==> src/rtl/decn_scan_if.sv <==
// Control/status bundle for the decn_scan one-hot decoder and scan sequencer.
// master drives the controls and observes the decoded outputs; slave is the decoder.
interface decn_scan_if #(
    parameter int N          = 3,
    parameter int PRESCALE_W = 8
);
    logic                  en;
    logic                  mode;
    logic [N-1:0]          a;
    logic                  load;
    logic [N-1:0]          last;
    logic [PRESCALE_W-1:0] div;

    logic [(1<<N)-1:0]     y;
    logic [N-1:0]          idx;
    logic                  busy;
    logic                  wrap;

    modport master (
        output en, mode, a, load, last, div,
        input  y, idx, busy, wrap
    );

    modport slave (
        input  en, mode, a, load, last, div,
        output y, idx, busy, wrap
    );
endinterface

==> src/rtl/decn_scan.sv <==
// Registered N-to-2^N one-hot decoder with direct-load and auto-scan modes.
// Define DECN_SCAN_EN to build the scan sequencer; otherwise a registered enable decoder with load.
module decn_scan #(
    parameter int N          = 3,
    parameter int PRESCALE_W = 8
) (
    input  logic     clk,
    input  logic     rst_n,
    decn_scan_if.slave bus
);
    localparam int W = 1 << N;

    typedef enum logic [1:0] {
        ST_OFF    = 2'd0,
        ST_DIRECT = 2'd1,
        ST_SCAN   = 2'd2
    } state_t;

    state_t                state_reg, state_next;
    logic [N-1:0]          idx_reg, idx_next;
    logic [PRESCALE_W-1:0] pre_reg, pre_next;
    logic [W-1:0]          y_reg, y_next;
    logic                  busy_reg, busy_next;
    logic                  wrap_reg, wrap_next;
    logic                  mode_eff;
    logic [W-1:0]          onehot;

`ifdef DECN_SCAN_EN
    assign mode_eff = bus.mode;
`else
    assign mode_eff = 1'b0;
    logic unused_scan;
    assign unused_scan = ^{bus.mode, bus.last, bus.div, pre_reg, state_reg};
`endif

    always_comb begin
        state_next = ST_OFF;
        if (bus.en) begin
            state_next = mode_eff ? ST_SCAN : ST_DIRECT;
        end
    end

    // Outputs are registered, so everything here describes the state being entered.
    always_comb begin
        idx_next  = idx_reg;
        pre_next  = '0;
        wrap_next = 1'b0;
        case (state_next)
            ST_DIRECT: begin
                if (bus.load) begin
                    idx_next = bus.a;
                end
            end
`ifdef DECN_SCAN_EN
            ST_SCAN: begin
                if ((state_reg != ST_SCAN) || bus.load) begin
                    // Entry or explicit jump restarts the dwell; load outranks the step.
                    idx_next = bus.load ? bus.a : '0;
                end else if (pre_reg == bus.div) begin
                    if (idx_reg >= bus.last) begin
                        idx_next  = '0;
                        wrap_next = 1'b1;
                    end else begin
                        idx_next = idx_reg + 1'b1;
                    end
                end else begin
                    pre_next = pre_reg + 1'b1;
                end
            end
`endif
            default: begin
            end
        endcase
    end

    generate
        for (genvar gi = 0; gi < W; gi++) begin : g_dec
            assign onehot[gi] = (idx_next == N'(gi));
        end
    endgenerate

    always_comb begin
        y_next = '0;
        if (state_next != ST_OFF) begin
            y_next = onehot;
        end
`ifdef DECN_SCAN_EN
        busy_next = (state_next == ST_SCAN);
`else
        busy_next = 1'b0;
`endif
    end

    always_ff @(posedge clk or negedge rst_n) begin
        if (!rst_n) begin
            state_reg <= ST_OFF;
            idx_reg   <= '0;
            pre_reg   <= '0;
            y_reg     <= '0;
            busy_reg  <= 1'b0;
            wrap_reg  <= 1'b0;
        end else begin
            state_reg <= state_next;
            idx_reg   <= idx_next;
            pre_reg   <= pre_next;
            y_reg     <= y_next;
            busy_reg  <= busy_next;
            wrap_reg  <= wrap_next;
        end
    end

    assign bus.y    = y_reg;
    assign bus.idx  = idx_reg;
    assign bus.busy = busy_reg;
    assign bus.wrap = wrap_reg;
endmodule

==> src/flat_wrapper.sv <==
// flat-port wrapper written by rule: the top's interface ports become plain ports
module decn_scan_flat 
#(
    parameter int N          = 3,
    parameter int PRESCALE_W = 8
)
  (clk, rst_n, bus_en, bus_mode, bus_a, bus_load, bus_last, bus_div, bus_y, bus_idx, bus_busy, bus_wrap);
  decn_scan_if #(.N(N), .PRESCALE_W(PRESCALE_W)) bus_i ();
  input  logic clk;
  input  logic rst_n;
  input wire logic [$bits(bus_i.en)-1:0] bus_en;
  input wire logic [$bits(bus_i.mode)-1:0] bus_mode;
  input wire logic [$bits(bus_i.a)-1:0] bus_a;
  input wire logic [$bits(bus_i.load)-1:0] bus_load;
  input wire logic [$bits(bus_i.last)-1:0] bus_last;
  input wire logic [$bits(bus_i.div)-1:0] bus_div;
  output wire logic [$bits(bus_i.y)-1:0] bus_y;
  output wire logic [$bits(bus_i.idx)-1:0] bus_idx;
  output wire logic [$bits(bus_i.busy)-1:0] bus_busy;
  output wire logic [$bits(bus_i.wrap)-1:0] bus_wrap;
  assign bus_i.en = bus_en;
  assign bus_i.mode = bus_mode;
  assign bus_i.a = bus_a;
  assign bus_i.load = bus_load;
  assign bus_i.last = bus_last;
  assign bus_i.div = bus_div;
  assign bus_y = bus_i.y;
  assign bus_idx = bus_i.idx;
  assign bus_busy = bus_i.busy;
  assign bus_wrap = bus_i.wrap;
  decn_scan #(.N(N), .PRESCALE_W(PRESCALE_W)) u_core (.clk(clk), .rst_n(rst_n), .bus(bus_i));
endmodule
==> config.mk <==
export PLATFORM = sky130hd
export DESIGN_NAME = decn_scan_flat
export DESIGN_NICKNAME = d
export VERILOG_FILES = /design/src/rtl/decn_scan_if.sv /design/src/rtl/decn_scan.sv /design/src/flat_wrapper.sv
export SDC_FILE = /design/constraint.sdc
export NUM_CORES = 1
export LEC_CHECK = 0
export ABC_CLOCK_PERIOD_IN_PS = 1150
export CORE_MARGIN = 2
export CORE_UTILIZATION = 33
export CTS_BUF_LIST = sky130_fd_sc_hd__clkbuf_8
export DETAILED_ROUTE_END_ITERATION = 16
export HOLD_SLACK_MARGIN = 0.08
export MAX_ROUTING_LAYER = met4
export PLACE_DENSITY = 0.85
export SLEW_MARGIN = 5
export SYNTH_ARGS = -nofsm -noshare
export SYNTH_HDL_FRONTEND = slang
export SYNTH_SLANG_ARGS = --single-unit
export TNS_END_PERCENT = 5
==> constraint.sdc <==
create_clock -name clk -period 1.15 [get_ports clk]
set_clock_uncertainty 0.2 [all_clocks]
set_input_delay 0.2875 -clock clk [delete_from_list [all_inputs] [get_ports clk]]
set_output_delay 0.2875 -clock clk [all_outputs]
set_load 0.05 [all_outputs]
==> out/qor.yml <==
synth:
  synthAdderAreaFrac_pct: 0
  synth_top_area_cell: "dfrtp_1"
  synthFlopType: "dfrtp_1"
  synth.distinct_cells: 13
  synth_area_um2: 509
  synthMuxAreaShare_pct: 15.0
  ys.warnings.count: 0
  synthDominantCellAreaShare_pct: 54.1
  synthXorXnorAreaFrac_pct: 0
  synth-edff-count: 0
  ys_top_cells_by_count: "11 x dfrtp_1, 8 x a211oi_1, 5 x mux2_2"
  async_reset_ff_share_pct: 100
  synth_area_per_cell_um2: 12.7
  yosys.area_share.simple_pct: 12.5
  seq_area_frac_synth_pct: 54.1
  ys_seq_elements: 11
  synthCells: 40
  synth_most_common_cell: "dfrtp_1"
  synth_top_family_by_area: "multiplexers"
  synth.area.top_cells: "dfrtp_1 54%, a211oi_1 12%, mux2_2 11%"
  synth_compound_area_share_pct: 11.8
drt:
  dr_total_vias: 427
  first_pass_iters: 4
  wl_per_cell_um: 13.6
  final_antenna_net_count: 0
  drtIter0Drc: 8
  route.detailed.drc: 0
  vias_per_cell: 5.14
  drt_wl_total_um: 1130
clock_network:
  cts_inserted_buffers: 3
  hold_buffers: 0
  clk_path_buf_depth: 2
  cts_max_level: 1
  clk-insertion-delay-late_ns: 0.23
  cts.reportedPaths.clkPinSlew_ns: 0.05
  cts_sinks: 11
  root_buffer: "clkbuf_8"
  cts_tree: "built"
pwr:
  vdd_drop_max_mv: 0.831
  p_per_area_nw_per_um2: 1320
  power.leakage_nw: 0.426
  switching_power_w: 0.000398
  seqPwrFrac_pct: 34.8
  combPwrFrac_pct: 36.0
  power.share.clock_pct: 29.3
  p_int_w: 0.000879
  swShare_pct: 31.2
  total_power_w: 0.00128
layout:
  nFillCells: 112
  largest_reg_flops: 8
  fin_util_pct: 65.6
  diodes: 0
  nets: 87
  multi_input_area_um2: 264
  area_growth_pct: 89.7
  final_layout_size_suffix_gt1_share_pct: 65.7
  regArea_um2: 279
placement:
  placement.io_buffers: 17
  post-place-ws_ns: -0.737
  place_congestion: 0.876
  hpwl_um: 776
worst_setup_path:
  worstReg2RegEnd: "u_core.bus.y[6]$_DFF_PN0_"
  rrSetupSlack_ns: -0.25
  worstReg2RegStart: "u_core.bus.idx[0]$_DFF_PN0_"
  cp_max_fo: 5
  start_kind: "flip-flop"
  rr_worst_depth: 3
  end_kind: "primary output"
  required_ns: 0.66
  cp.arrival_ns: 0.93
  path_class: "flip-flop to primary output"
floorplan:
  num_rows: 14
  die_area_um2: 1870
  die_h_um: 43.3
  start_util_pct: 34.6
  core_um2: 1470
  io_pins: 32
  fp.dieW_um: 43.3
timing:
  rsz0062_at_grt: "true"
  hold_violations: 0
  drv_slew: 0
  period_share_pct: 124
  max_freq_mhz: 704
  layout_setup_ws_ns: -0.271
  min_period_ns: 1.42
  setup_violations: 18
status:
  violations: "negative setup slack"
  status: "complete, but fails checks"
worst_hold_path:
  min_path_type: "input port to async pin"
grt:
  grt_pass1_wl_um: 1750
  grt_overflow: 0
  grt_usage_pct: 13.5
  antenna_found_initial: 0
  grt_max_degree: 12
  grt_pass1_vias: 409
run:
  drv_cap: 0
==> worst max-delay path: stages (launching register included) <==
cell     delay, ns
dfrtp_2       0.43
buf_6         0.13
buf_12        0.13
==> layout make-up <==
cell class	count	area share (%)
Inverter	1	0.389
Sequential cell	11	28.9
Tap cell	16	2.07
Multi-Input combinational cell	26	27.3
Clock inverter	1	0.389
Timing Repair Buffer	25	36.7
Clock buffer	3	4.27
==> metrics by stage <==
step | hold slack [ns] | setup TNS [ns] | cells | cell area (µm²)
3_3_place_gp | 0.395 | -7.06 | 77 | 848
6_report | 0.193 | -3.14 | 83 | 966
2_1_floorplan | -0.208 | -1.57 | 41 | 517
5_1_grt | 0.209 | -3.63 | 83 | 966
3_5_place_dp | 0.404 | -7.35 | 77 | 848
4_1_cts | 0.202 | -3.48 | 83 | 916
==> how the worst max path moves through the flow <==
| stage | to | slack [ns] | cells past startpoint | start |
|---|---|---|---|---|
| 3_5_place_dp | u_core.bus.y[1]$_DFF_PN0_ | -0.74 | 3 | bus_load |
| 5_1_grt | u_core.bus.y[6]$_DFF_PN0_ | -0.29 | 3 | u_core.bus.idx[0]$_DFF_PN0_ |
| 2_1_floorplan | u_core.bus.y[4]$_DFF_PN0_ | -0.24 | 2 | u_core.bus.idx[2]$_DFF_PN0_ |
| 6_report | bus_idx[2] | -0.27 | 2 | u_core.bus.idx[2]$_DFF_PN0_ |
| 3_3_place_gp | u_core.bus.y[0]$_DFF_PN0_ | -0.69 | 3 | bus_load |
| 4_1_cts | bus_idx[2] | -0.27 | 2 | u_core.bus.idx[2]$_DFF_PN0_ |
==> power by group through the flow <==
stage | clock network, W | logic (W) | registers [W]
after global placement | 0 | 0.000400 | 0.000455
after CTS | 0.000378 | 0.000430 | 0.000444
after detailed placement | 0 | 0.000404 | 0.000456
final | 0.000374 | 0.000459 | 0.000445
after global routing | 0.000397 | 0.000480 | 0.000447
after floorplan | 0 | 0.0000922 | 0.000551
==> repair_timing <==
item                       CTS  global route
cloned                       0             0
resized for setup            6            16
pin swaps                    0             2
setup endpoints to repair   22            22
setup buffers                2             0
==> per-layer routing <==
layer	share of wire [%]	vias up	track usage [%]
met5	0	-	-
met3	5.3	2	3.83
met2	50	20	22.1
li1	-	199	-
met4	1.1	0	9.09
met1	43	206	13.7
==> placed cells by master (no fill, tap or decap), types with 2 or more instances in the layout <==
cell,n
a211oi_2,8
conb_1,2
dlygate4sd2_1,2
mux2_2,5
or3b_4,2
dlymetal6s2s_1,2
dfrtp_2,3
clkbuf_8,3
buf_12,12
dfrtp_1,8
inv_1,2
buf_4,6
nand3b_1,3
==> cells by family after synthesis <==
logic type,Yosys count
other cells,1
mux,7
flops,11
simple gates,9
buf+inv,4
compound gates,8
(Power assumes the default switching activity.)
